### src/rtl/vx_tcu_uop_seq_pkg.sv
// Purpose : shared TCU constants (sub-block geometry, step-field width) and the
//           micro-op sequencer state type.
// Latency : n/a (declarations only).
// Backpressure: n/a.
package vx_tcu_uop_seq_pkg;

    // Tensor-core tiling: an MMA instruction is split across the A (rows) and
    // B (columns) sub-blocks. Each sub-block pairing is one micro-op.
    localparam int TCU_A_SUB_BLOCKS = 2;
    localparam int TCU_B_SUB_BLOCKS = 2;

    // Step indices travel to the FP execute stage in a fixed 4-bit field,
    // which caps either dimension at 16 steps.
    localparam int TCU_STEP_W  = 4;
    localparam int TCU_M_STEPS = TCU_A_SUB_BLOCKS;
    localparam int TCU_N_STEPS = TCU_B_SUB_BLOCKS;

    typedef enum logic {
        ST_IDLE  = 1'b0,
        ST_ISSUE = 1'b1
    } seq_state_e;

endpackage

### src/rtl/vx_tcu_uop_seq.sv
// Purpose : expands one TCU MMA instruction into M_STEPS*N_STEPS micro-ops,
//           step_m inner loop and step_n outer loop, each tagged with sop/eop.
// Latency : first micro-op is presented 1 cycle after the instruction is accepted;
//           back-to-back instructions follow each other with no bubble.
// Backpressure: valid/ready on both sides; outputs hold while out_ready is low,
//           and a new instruction is taken only when idle or on the last micro-op.
//
// Ports:
//   clk, reset            - single clock, synchronous active-high reset
//   in_valid/in_ready     - instruction handshake, in_data is the opaque payload
//   out_valid/out_ready   - micro-op handshake toward the FP execute stage
//   out_data              - payload of the instruction being expanded
//   out_step_m/out_step_n - current step indices
//   out_sop/out_eop       - first / last micro-op of the instruction
//   busy                  - an instruction is in flight
//   perf_instrs/perf_uops/perf_stalls - wrapping event counters, present only
//                           when the TCU_UOP_PERF_EN macro is defined
module vx_tcu_uop_seq
    import vx_tcu_uop_seq_pkg::*;
#(
    parameter int M_STEPS = TCU_M_STEPS,
    parameter int N_STEPS = TCU_N_STEPS,
    parameter int DATAW   = 64
) (
    input  logic                  clk,
    input  logic                  reset,
    input  logic                  in_valid,
    input  logic [DATAW-1:0]      in_data,
    output logic                  in_ready,
    output logic                  out_valid,
    output logic [DATAW-1:0]      out_data,
    output logic [TCU_STEP_W-1:0] out_step_m,
    output logic [TCU_STEP_W-1:0] out_step_n,
    output logic                  out_sop,
    output logic                  out_eop,
    input  logic                  out_ready,
    output logic                  busy
`ifdef TCU_UOP_PERF_EN
    ,
    output logic [31:0]           perf_instrs,
    output logic [31:0]           perf_uops,
    output logic [31:0]           perf_stalls
`endif
);

    localparam logic [TCU_STEP_W-1:0] M_LAST = TCU_STEP_W'(M_STEPS - 1);
    localparam logic [TCU_STEP_W-1:0] N_LAST = TCU_STEP_W'(N_STEPS - 1);

    seq_state_e            state_q, state_d;
    logic [TCU_STEP_W-1:0] step_m_q, step_m_d;
    logic [TCU_STEP_W-1:0] step_n_q, step_n_d;
    logic [DATAW-1:0]      data_q, data_d;

    logic is_last;
    logic in_fire;
    logic out_fire;

    assign in_fire  = in_valid && in_ready;
    assign out_fire = out_valid && out_ready;

    // ------------------------------------------------------------------
    // State register
    // ------------------------------------------------------------------
    always_ff @(posedge clk) begin
        if (reset) begin
            state_q  <= ST_IDLE;
            step_m_q <= '0;
            step_n_q <= '0;
        end else begin
            state_q  <= state_d;
            step_m_q <= step_m_d;
            step_n_q <= step_n_d;
        end
    end

    // The payload is only meaningful while a micro-op is valid, so it carries
    // no reset.
    always_ff @(posedge clk) begin
        data_q <= data_d;
    end

    // ------------------------------------------------------------------
    // Next-state logic
    // ------------------------------------------------------------------
    always_comb begin
        state_d = state_q;
        case (state_q)
            ST_IDLE: begin
                if (in_fire) state_d = ST_ISSUE;
            end
            ST_ISSUE: begin
                // A new instruction taken on the last micro-op keeps us issuing.
                if (in_fire)                  state_d = ST_ISSUE;
                else if (out_fire && is_last) state_d = ST_IDLE;
            end
            default: state_d = ST_IDLE;
        endcase
    end

    // Step counters and payload. Counters return to zero after the last
    // micro-op so an idle sequencer always reads (0,0).
    always_comb begin
        step_m_d = step_m_q;
        step_n_d = step_n_q;
        data_d   = data_q;
        if (in_fire) begin
            step_m_d = '0;
            step_n_d = '0;
            data_d   = in_data;
        end else if (out_fire) begin
            if (is_last) begin
                step_m_d = '0;
                step_n_d = '0;
            end else if (step_m_q == M_LAST) begin
                step_m_d = '0;
                step_n_d = step_n_q + 1'b1;
            end else begin
                step_m_d = step_m_q + 1'b1;
            end
        end
    end

    // ------------------------------------------------------------------
    // Outputs
    // ------------------------------------------------------------------
    always_comb begin
        out_valid = (state_q == ST_ISSUE);
        busy      = (state_q == ST_ISSUE);
        is_last   = (step_m_q == M_LAST) && (step_n_q == N_LAST);
        out_sop   = out_valid && (step_m_q == '0) && (step_n_q == '0);
        out_eop   = out_valid && is_last;
        in_ready  = (state_q == ST_IDLE) || (out_valid && out_ready && out_eop);
    end

    assign out_data   = data_q;
    assign out_step_m = step_m_q;
    assign out_step_n = step_n_q;

`ifdef TCU_UOP_PERF_EN
    logic [31:0] perf_instrs_q, perf_instrs_d;
    logic [31:0] perf_uops_q,   perf_uops_d;
    logic [31:0] perf_stalls_q, perf_stalls_d;

    always_comb begin
        perf_instrs_d = perf_instrs_q + {31'b0, in_fire};
        perf_uops_d   = perf_uops_q   + {31'b0, out_fire};
        perf_stalls_d = perf_stalls_q + {31'b0, (out_valid && !out_ready)};
    end

    always_ff @(posedge clk) begin
        if (reset) begin
            perf_instrs_q <= '0;
            perf_uops_q   <= '0;
            perf_stalls_q <= '0;
        end else begin
            perf_instrs_q <= perf_instrs_d;
            perf_uops_q   <= perf_uops_d;
            perf_stalls_q <= perf_stalls_d;
        end
    end

    assign perf_instrs = perf_instrs_q;
    assign perf_uops   = perf_uops_q;
    assign perf_stalls = perf_stalls_q;
`endif

endmodule

### config.mk
export PLATFORM = sky130hd
export DESIGN_NAME = vx_tcu_uop_seq
export DESIGN_NICKNAME = d
export VERILOG_FILES = /design/src/rtl/vx_tcu_uop_seq_pkg.sv /design/src/rtl/vx_tcu_uop_seq.sv
export SDC_FILE = /design/constraint.sdc
export NUM_CORES = 1
export LEC_CHECK = 0
export CORE_AREA = 2 2 89 91
export DETAILED_ROUTE_END_ITERATION = 6
export DIE_AREA = 0 0 91 93
export HOLD_SLACK_MARGIN = 0.1
export PLACE_DENSITY = 0.7
export SLEW_MARGIN = 20
export SYNTH_ARGS = -nofsm -noshare
export SYNTH_HDL_FRONTEND = slang
export SYNTH_SLANG_ARGS = --single-unit
### constraint.sdc
create_clock -name clk -period 3.12 [get_ports clk]
set_clock_uncertainty 0.1 [all_clocks]
set_input_delay 0.624 -clock clk [delete_from_list [all_inputs] [get_ports clk]]
set_output_delay 0.624 -clock clk [all_outputs]
set_load 0.05 [all_outputs]
==> results by group <==
Clock network
  • CTS Buffer Depth: 2
  • Clock root cell: clkbuf_8
  • CTS tree: yes
  • Htree depth: 3
  • CTS clock-pin slew for the worst setup and hold paths: 80 ps
  • Hold_buf cts: 0
  • Post-CTS Setup Repair Bufs: 0
  • Worst skew pair latency: 340 ps
  • Total CTS buffers: 9
  • Clock Sinks: 73

Global routing
  • Gr usage total: 15.8%
  • First-pass GRT wire length: 9.54 mm
  • Largest net degree at the start of global routing: 22
  • Initial antenna violation count: 0
  • GRT Residual Overflow: 0
  • Vias in the first global route: 1668

Synthesis
  • Adder-cell share of the synthesized area: 1.54%
  • Yosys warning count: 0
  • Synthesized flop and latch total: 73
  • XOR/XNOR share of the synthesized area: 0.719%
  • Mux share of post-synthesis cell area: 0.411%
  • Post-synthesis compound-gate area fraction: 3.55%
  • Avg Cell Area, Syn: 19.0 um^2
  • Mapped Cells: 128
  • Area contributors post-synth: edfxtp_1 79%, dfxtp_1 7.4%, ha_1 1.5%, nor3_1 1.0%, a21oi_1 0.82%
  • Simple-gate share of the synthesized area: 5.81%
  • Syn nets: 199
  • Sequential element share of the synthesized area: 86.3%
  • Area leader, netlist: edfxtp_1
  • Main combinational cell family by area after synthesis: simple AND/OR/NAND/NOR gates
  • Synth top area share: 78.9%
  • Synth Cell Area: 2430 um^2
  • Post-synth cell types: 29

Worst setup path
  • Startpoint Class: flop
  • Crit-path cells: inv_1 -> ha_1 -> or3b_1 -> nor3_2 -> dlygate4sd2_1
  • CP Max Fanout: 6
  • Critical Path Sink Type: primary output
  • CP delay by family, top: buffers and inverters
  • Critical Path Max Stage Delay: 540 ps
  • Bufs and invs on worst path: 2
  • WP data arrival: 2090 ps
  • Kind of critical path: reg -> out
  • CP max-delay cell: dlygate4sd2_1
  • CP required: 2400 ps

Cells and area
  • Fin nets: 355
  • Post-route insts no fill: 391
  • Commonest non-fill, non-tap cells in the layout: 141 x clkdlybuf4s50_1, 64 x edfxtp_1, 9 x clkbuf_8, 8 x dfxtp_1, 5 x inv_1
  • Fillcell total: 623
  • Synthesis-to-finish area growth: 78.9%
  • Layout cell share with drive strength beyond 1: 9.00%
  • Antenna fix cells: 0
  • Most common library cell in the layout ignoring fill and taps: clkdlybuf4s50_1

Timing
  • Hold_ws: 419 ps
  • Final setup vio count: 0
  • RSZ-0062 raised after global routing: false
  • Worst slew pin tran: 658 ps
  • Relative slew slack: 55.7%
  • Setup tns final: 0 ps
  • Crit share post-route: 90.2%
  • Max Slew Vio Count: 0
  • Period minus WS final: 2820 ps
  • FMAX: 0.355 GHz
  • Final hold violations: 0

Pwr
  • Share of total power in the clock network: 38.7%
  • Switching Power: 0.605 mW
  • Power share of the combinational group: 16.1%
  • Reg power frac: 45.2%
  • Peak VDD IR: 0.000244 V
  • Internal power: 1.90 mW
  • Leakage power: 1.53 nW
  • Cell Pwr Density: 576 nW/um^2
  • Switch share: 24.1%

Status
  • Status: finished, final reports clean

Route
  • Vias post-DR: 1709
  • Number of vias per cell: 4.37
  • Starting DRT DRC Count: 77
  • WL/cell: 17.0 um
  • WL final: 6.66 mm
  • ANT nets after route: 0
  • Pre-antenna DRT Iters: 4
  • Post-route DRC: 0

Floorplanning
  • Core region area: 7530 um^2
  • Die ar.: 8460 um^2
  • Rows: 32
  • Die extent in x: 91 um
  • Ports: 145
  • Initial Utilization: 32.3%
  • Die height: 93 um

Placement
  • Hpwl dp: 5.04 mm
  • Placed Instances: 375
  • Routability cong.: 0.798
  • Port buffer count: 144

Worst hold path
  • Hold Path Class: reg -> reg

Job
  • MaxCap Viol Count: 0
==> registers in the layout (all words and copies together), names as in the netlist <==
register    flops
out_step_m      4
out_step_n      4
busy            1
out_data       64
==> through the flow <==
stage                     util (%)  setup slack, ps  power (mW)  area, um^2
after floorplan                  -             85.9        1.36        2460
after global placement        54.3              436        1.56        4090
after detailed placement      54.3              398        1.56        4090
after CTS                     57.8             82.7        2.54        4350
after global routing          57.9              213        2.59        4360
final                         57.9              305        2.51        4360
==> logic make-up after synthesis <==
kind of cell	Yosys count
compound gates	14
xor+xnor	2
fa+ha+maj	3
buf+inv	9
flops	73
mux	1
simple gates	26
==> final timing paths <==
check	from	endpoint	slack (ps)	depth (start not counted)
setup / recovery	out_step_n[1]	out_eop	300	5
hold / removal	out_step_n[3]	out_step_n[3]	420	2
setup reg to reg	out_step_n[1]	out_data[9]	710	6
hold reg to reg	out_step_n[3]	out_step_n[3]	420	2
==> power groups by stage <==
stage | Sequential (mW) | Clock (mW) | Combinational, mW
5_1_grt | 1.14 | 1.04 | 0.419
6_report | 1.13 | 0.971 | 0.405
3_5_place_dp | 1.16 | 0 | 0.407
4_1_cts | 1.13 | 0.998 | 0.409
2_1_floorplan | 1.32 | 0 | 0.0395
3_3_place_gp | 1.15 | 0 | 0.403
==> cell type report <==
type | count | area [um^2] | share of cell area (%)
clock inverter | 6 | 138 | 3.16
tap | 102 | 128 | 2.93
inverter | 5 | 18.8 | 0.431
timing repair buffer | 149 | 1530 | 35.1
sequential | 73 | 2100 | 48.3
clock buffer | 10 | 128 | 2.93
multi-input combinational | 46 | 314 | 7.21
==> metal layers <==
| layer | routed length, um | up-vias | global-route usage (%) |
|---|---|---|---|
| li1 | - | 808 | - |
| met1 | 2760 | 800 | 18.4 |
| met3 | 684 | 10 | 7.01 |
| met2 | 3090 | 91 | 24.4 |
| met5 | 0 | - | 0 |
| met4 | 123 | 0 | 8.71 |
==> synthesized netlist by cell type <==
master and count:
a211oi_1 2, a21oi_1 4, and2_1 1, and3_1 1
buf_2 1, buf_4 1, clkbuf_1 1, clkbuf_2 1
dfxtp_1 9, edfxtp_1 64, ha_1 3, inv_1 5
mux2i_1 1, nand2_1 4, nand3_1 4, nand4_1 3
nor2_1 2, nor3_1 5, nor4_1 1, o2111ai_1 1
o211ai_1 1, o21ai_0 3, o21ai_1 1, o31ai_1 2
or3_1 2, or3_2 1, or3b_1 1, or4_1 1
xor2_1 2
==> worst reg2reg max path, stage by stage, from the launching register on <==
cell and delay [ps]:
dfxtp_1 350, inv_1 100, ha_1 140, or3b_1 480, o31ai_4 370, and2_4 370
buf_12 210
==> what timing repair did <==
| item | 4_1_cts | 5_1_grt |
|---|---|---|
| gates resized for setup | 1 | 1 |
| pin swaps | 0 | 0 |
| endpoints found under the setup margin | 1 | 1 |
No activity file was read; power rests on OpenSTA's default activity.
